==> src/rtl/i2c_master_ctrl.sv <==
// i2c_master_ctrl: single-transaction I2C master issuing indexed register writes/reads.
// Define I2C_MASTER_ACK_CHECK_EN to abort on NACK and report it on ACK_ERR.
module i2c_master_ctrl #(
    parameter int unsigned CLK_DIV  = 250,
    parameter logic [6:0]  DEV_ADDR = 7'h55
) (
    input  logic       CLK,
    input  logic       RSTN,
    input  logic       START,
    input  logic       RW,
    input  logic [7:0] INDEX,
    input  logic [7:0] WDATA,
    input  logic       SDA_IN,
    output logic       BUSY,
    output logic       DONE,
    output logic       ACK_ERR,
    output logic [7:0] RDATA,
    output logic       SCL,
    output logic       SDA_OUT
);

    localparam int unsigned    DW      = $clog2(CLK_DIV);
    localparam logic [DW-1:0]  DIV_MAX = DW'(CLK_DIV - 1);

    localparam logic [1:0] B_ADDR_W = 2'd0;
    localparam logic [1:0] B_INDEX  = 2'd1;
    localparam logic [1:0] B_WDATA  = 2'd2;
    localparam logic [1:0] B_ADDR_R = 2'd3;

    typedef enum logic [3:0] {
        IDLE, START_C, TX_BYTE, RX_ACK, RSTART,
        RX_BYTE, TX_NACK, STOP_C, FINISH
    } state_t;

    state_t        state;
    logic [1:0]    q;
    logic [DW-1:0] div;
    logic [2:0]    bit_cnt;
    logic [1:0]    byte_sel;
    logic [7:0]    tx_sh;
    logic [7:0]    rx_sh;
    logic [7:0]    idx_l;
    logic [7:0]    wd_l;
    logic          rw_l;
    logic          tick;

    assign tick = BUSY && (div == DIV_MAX);

    always_ff @(posedge CLK) begin
        if (!RSTN) begin
            state    <= IDLE;
            q        <= 2'd0;
            div      <= '0;
            bit_cnt  <= 3'd0;
            byte_sel <= B_ADDR_W;
            tx_sh    <= 8'h00;
            rx_sh    <= 8'h00;
            idx_l    <= 8'h00;
            wd_l     <= 8'h00;
            rw_l     <= 1'b0;
            BUSY     <= 1'b0;
            DONE     <= 1'b0;
            ACK_ERR  <= 1'b0;
            RDATA    <= 8'h00;
            SCL      <= 1'b1;
            SDA_OUT  <= 1'b1;
        end else begin
            DONE <= 1'b0;
            if (BUSY)
                div <= tick ? '0 : div + DW'(1);
            if (tick)
                q <= q + 2'd1;
            unique case (state)
                IDLE: if (START) begin
                    state    <= START_C;
                    q        <= 2'd0;
                    div      <= '0;
                    bit_cnt  <= 3'd0;
                    byte_sel <= B_ADDR_W;
                    tx_sh    <= {DEV_ADDR, 1'b0};
                    idx_l    <= INDEX;
                    wd_l     <= WDATA;
                    rw_l     <= RW;
                    BUSY     <= 1'b1;
                    ACK_ERR  <= 1'b0;
                end
                START_C: if (tick) unique case (q)
                    2'd0: SDA_OUT <= 1'b0;
                    2'd1: SCL <= 1'b0;
                    2'd2: ;
                    2'd3: begin
                        state   <= TX_BYTE;
                        SDA_OUT <= tx_sh[7];
                    end
                endcase
                TX_BYTE: if (tick) unique case (q)
                    2'd0: ;
                    2'd1: SCL <= 1'b1;
                    2'd2: ;
                    2'd3: begin
                        SCL     <= 1'b0;
                        bit_cnt <= bit_cnt + 3'd1;
                        if (bit_cnt == 3'd7) begin
                            state   <= RX_ACK;
                            SDA_OUT <= 1'b1;
                        end else begin
                            tx_sh   <= {tx_sh[6:0], 1'b0};
                            SDA_OUT <= tx_sh[6];
                        end
                    end
                endcase
                RX_ACK: if (tick) unique case (q)
                    2'd0: ;
                    2'd1: SCL <= 1'b1;
                    2'd2: begin
`ifdef I2C_MASTER_ACK_CHECK_EN
                        ACK_ERR <= SDA_IN;
`endif
                    end
                    2'd3: begin
                        SCL <= 1'b0;
`ifdef I2C_MASTER_ACK_CHECK_EN
                        if (ACK_ERR) begin
                            state   <= STOP_C;
                            SDA_OUT <= 1'b0;
                        end else
`endif
                        unique case (byte_sel)
                            B_ADDR_W: begin
                                state    <= TX_BYTE;
                                tx_sh    <= idx_l;
                                SDA_OUT  <= idx_l[7];
                                byte_sel <= B_INDEX;
                            end
                            // Reads turn the bus around with a repeated START
                            B_INDEX: if (rw_l) begin
                                state    <= RSTART;
                                tx_sh    <= {DEV_ADDR, 1'b1};
                                byte_sel <= B_ADDR_R;
                            end else begin
                                state    <= TX_BYTE;
                                tx_sh    <= wd_l;
                                SDA_OUT  <= wd_l[7];
                                byte_sel <= B_WDATA;
                            end
                            B_WDATA: begin
                                state   <= STOP_C;
                                SDA_OUT <= 1'b0;
                            end
                            B_ADDR_R: state <= RX_BYTE;
                        endcase
                    end
                endcase
                RSTART: if (tick) unique case (q)
                    2'd0: SCL <= 1'b1;
                    2'd1: SDA_OUT <= 1'b0;
                    2'd2: SCL <= 1'b0;
                    2'd3: begin
                        state   <= TX_BYTE;
                        SDA_OUT <= tx_sh[7];
                    end
                endcase
                RX_BYTE: if (tick) unique case (q)
                    2'd0: ;
                    2'd1: SCL <= 1'b1;
                    2'd2: rx_sh <= {rx_sh[6:0], SDA_IN};
                    2'd3: begin
                        SCL     <= 1'b0;
                        bit_cnt <= bit_cnt + 3'd1;
                        if (bit_cnt == 3'd7)
                            state <= TX_NACK;
                    end
                endcase
                TX_NACK: if (tick) unique case (q)
                    2'd0: ;
                    2'd1: SCL <= 1'b1;
                    2'd2: ;
                    2'd3: begin
                        SCL     <= 1'b0;
                        SDA_OUT <= 1'b0;
                        state   <= STOP_C;
                    end
                endcase
                STOP_C: if (tick) unique case (q)
                    2'd0: SCL <= 1'b1;
                    2'd1: SDA_OUT <= 1'b1;
                    2'd2: ;
                    2'd3: begin
                        state <= FINISH;
                        BUSY  <= 1'b0;
                        DONE  <= 1'b1;
                        if (rw_l && !ACK_ERR)
                            RDATA <= rx_sh;
                    end
                endcase
                FINISH: state <= IDLE;
                default: state <= IDLE;
            endcase
        end
    end

endmodule

==> config.mk <==
export PLATFORM = sky130hd
export DESIGN_NAME = i2c_master_ctrl
export DESIGN_NICKNAME = d
export VERILOG_FILES = /design/src/rtl/i2c_master_ctrl.sv
export SDC_FILE = /design/constraint.sdc
export NUM_CORES = 1
export LEC_CHECK = 0
export ABC_AREA = 0
export BUFFER_PORTS_ARGS = -buffer_cell sky130_fd_sc_hd__clkbuf_2
export CAP_MARGIN = 20
export CORE_ASPECT_RATIO = 0.75
export CORE_UTILIZATION = 39
export DETAILED_ROUTE_END_ITERATION = 12
export HOLD_SLACK_MARGIN = 0.02
export SETUP_SLACK_MARGIN = 0.2
export SYNTH_ARGS = -nofsm -noshare
export SYNTH_HDL_FRONTEND = slang
export SYNTH_SLANG_ARGS = --single-unit
==> constraint.sdc <==
create_clock -name CLK -period 2.6 [get_ports CLK]
set_clock_uncertainty 0.1 [all_clocks]
set_input_delay 0 -clock CLK [delete_from_list [all_inputs] [get_ports CLK]]
set_output_delay 0 -clock CLK [all_outputs]
set_load 0.02 [all_outputs]
==> impl_results.md <==
- Status: completed
- Pre-antenna DRT Iters: 4
- Endpoints failing setup: 0
- Placed cell count: 516
- Post-synthesis register bit count: 64
- Post-CTS Setup Inserts: 0
- Sw Ratio: around 34%
- Setup_tns: 0 ps
- Number of global-route vias before repair: 2772
- PortBufs: 32
- CORE AREA: 7990 sq um
- Cts bufs inserted: 9
- Hold WC Path Type: in -> reg
- Synth Instances: 391
- Via density: 5.15
- Routed wire length: between 8000 and 9000 um
- Antenna diode count: 0
- Resized cells post-CTS: 0
- Yosys cell types: 56
- Met3 WL post-DR: 438 um
- Final Cycle Share: ~86%
- EDFF count, synth: 0
- Slew HR: around 47%
- Ports: 34
- Crit Path Class: reg -> reg
- Clock root buffer: clkbuf_8
- Number of max-cap violations: 0
- Fin crit period: 2230 ps
- Psw: 1.10 mW
- Synth Area in Compound Gates: between 10% and 20%
- R2R cell count: 6
- Non-Filler Instances: 550
- Internal cell power: 2.14 mW
- # fillers: 787
- Combinational Power Share: 27.7%
- Pin count of the biggest net entering global routing: 46
- Worst EP arrival: around 2400 ps
- Met2 routed WL: between 3000 and 4000 um
- Most common cell after layout, fill and taps aside: dfxtp_1
- CP endpoint kind: register
- Simple-Gate Fraction of Synth Area: 23.7%
- Fin nets: between 400 and 500
- Final core utilization: about 49%
- GPL Wtd Cong: 0.870
- Power per Cell Area: around 820 nW/um^2
- Yosys warns: 0
- Worst EP required: ~2800 ps
- Die ar.: a little under 9000 sq um
- Longest Clk Path Bufs: 2
- Largest family of logic cells by synthesized area: simple AND/OR/NAND/NOR gates
- Die Y: a little over 80 um
- M1 WL: between 4000 and 5000 um
- Max VDD drop: 0.431 mV
- Clock net sink count: 64
- Max FO, Critical Path: 11
- First-pass GRT wire length: 13600 um
- Slew Limit Fails: 0
- Rows: 28
- Layout area overhead: 21.8%
- Wire per inst: 14.6 um
- Net count after synthesis: about 430
- CP Launch Type: register
- Syn avg cell area: 8.30 sq um
- DR iter-0 viols: about 160
- HPWL Detailed: approximately 5400 um
- H-tree Lvls: 3
- Sequential share of power: between 30% and 40%
- Starting Density: just over 40%
- DRC viols: 0
- Post-synthesis xor/xnor area fraction: under 10%
- Post-synth ARST share: 0%
- Dominant synthesized flop cell: dfxtp_1
- Clk_lat worst skew: ~350 ps
- Clock share of power: about 34%
- Initial antenna violation count: 0
- CTS tree: yes
- Fmax: ~450 MHz
- GRT Total Usage: between 20% and 30%
- Top Layer Used: met4
- Mapped cell area: roughly 3200 sq um
- Final Hold Vio Count: 0
- Share of final-layout standard cells stronger than drive strength 1: 16.9%
- Sequential share of the synthesized area: around two fifths
- Worst Hold Depth: 3
- DRT antenna net count: 0
- RSZ-0062 raised after global routing: false
- Hold slack: 75.2 ps
- GR Overflow Total: 0
- Clk slew on worst S/H paths: around 80 ps
- Worst slew pin tran: approximately 790 ps
- Die Wd: 107 um
- Post-synthesis mux area share: under 10%
- Synth Area in Adders: approximately 5.0%
- Via count: between 2000 and 3000
- LEAKAGE: ~1.6 nW
- Most frequent cells in the layout: dfxtp_1, nor2_1, nand2_1
-- flip-flops by register name, summed over array words and instances, names as in the netlist, 2 cells and up --
name,cells
RDATA,8
wd_l,8
tx_sh,8
div,8
rx_sh,8
state,4
byte_sel,2
idx_l,8
bit_cnt,3
q,2
-- cells in the mapped netlist (3+ instances only) --
master | count | area share, %
nand4_1 | 4 | 0.77
nor2_1 | 52 | 6.0
o21ai_0 | 17 | 2.6
mux2i_1 | 25 | 7.7
a2bb2oi_1 | 3 | 0.81
buf_4 | 3 | 0.69
and3_1 | 3 | 0.58
ha_1 | 13 | 5.0
nor4_1 | 3 | 0.58
buf_2 | 7 | 1.1
a211oi_1 | 7 | 1.6
inv_1 | 8 | 0.93
dfxtp_1 | 64 | 39
xor2_1 | 5 | 1.3
clkbuf_1 | 14 | 1.6
o211ai_1 | 3 | 0.69
nor3_1 | 5 | 0.77
nor3b_1 | 3 | 0.69
nor2b_1 | 5 | 0.96
a21oi_1 | 36 | 5.6
nand3_1 | 5 | 0.77
a31oi_1 | 6 | 1.2
nand2_1 | 52 | 6.0
nand2b_1 | 6 | 1.2
-- worst max-delay path, cell delays in order (launching register included) --
cell	delay, ps
dfxtp_1	400
ha_1	430
and4_1	280
nand3_1	110
or3_4	410
mux2_1	330
nor2_1	100
-- final cells by class --
class	instances	area [sq um]	share of cell area (%)
Multi-Input combinational cell	291	1810	45.8
Inverter	10	37.5	0.949
Tap cell	105	131	3.32
Clock buffer	9	124	3.13
Sequential cell	64	1280	32.4
Clock inverter	7	125	3.16
Timing Repair Buffer	64	445	11.3
-- per-layer routing --
layer | GRT usage [%] | vias up
met5 | 0 | -
met1 | 28.5 | 1291
li1 | - | 1454
met2 | 30.4 | 80
met4 | 6.16 | 0
met3 | 5.94 | 7
-- what timing repair did --
action / 4_1_cts / 5_1_grt
endpoints found under the hold margin: 18 / 0
endpoints found under the setup margin: 0 / 0
hold buffers: 18 / 0
-- power by group through the flow --
stage / combinational (mW) / clock [mW] / sequential, mW
after floorplan: 0.715 / 0 / 1.19
after global placement: 0.864 / 0 / 1.26
after detailed placement: 0.872 / 0 / 1.27
after CTS: 0.896 / 1.12 / 1.24
after global routing: 1.01 / 1.17 / 1.27
final: 0.897 / 1.09 / 1.25
-- cell families (layout without fill, tap and decap cells) --
kind of cell,Yosys count,after routing
AOI/OAI and AO/OA,86,86
muxes,28,28
other,1,1
adders and majority gates,13,13
and+or+nand+nor,156,156
xor gates and xnor gates,7,7
DFF,64,64
buffers and inverters,36,90
-- path summary, 6_finish.rpt --
path	from	end	slack [ps]
max	q[0]	bit_cnt[0]	370
min	RSTN	tx_sh[3]	80
max reg2reg	q[0]	bit_cnt[0]	370
min reg2reg	wd_l[4]	wd_l[4]	360
-- through the flow --
| step | setup slack, ps | power, mW | area [sq um] |
|---|---|---|---|
| after floorplan | 543 | 1.91 | 3250 |
| after global placement | 480 | 2.13 | 3520 |
| after detailed placement | 451 | 2.14 | 3520 |
| after CTS | 402 | 3.26 | 3950 |
| after global routing | 270 | 3.44 | 3950 |
| final | 368 | 3.24 | 3950 |
Note: power is estimated with default switching activity, not from simulation.
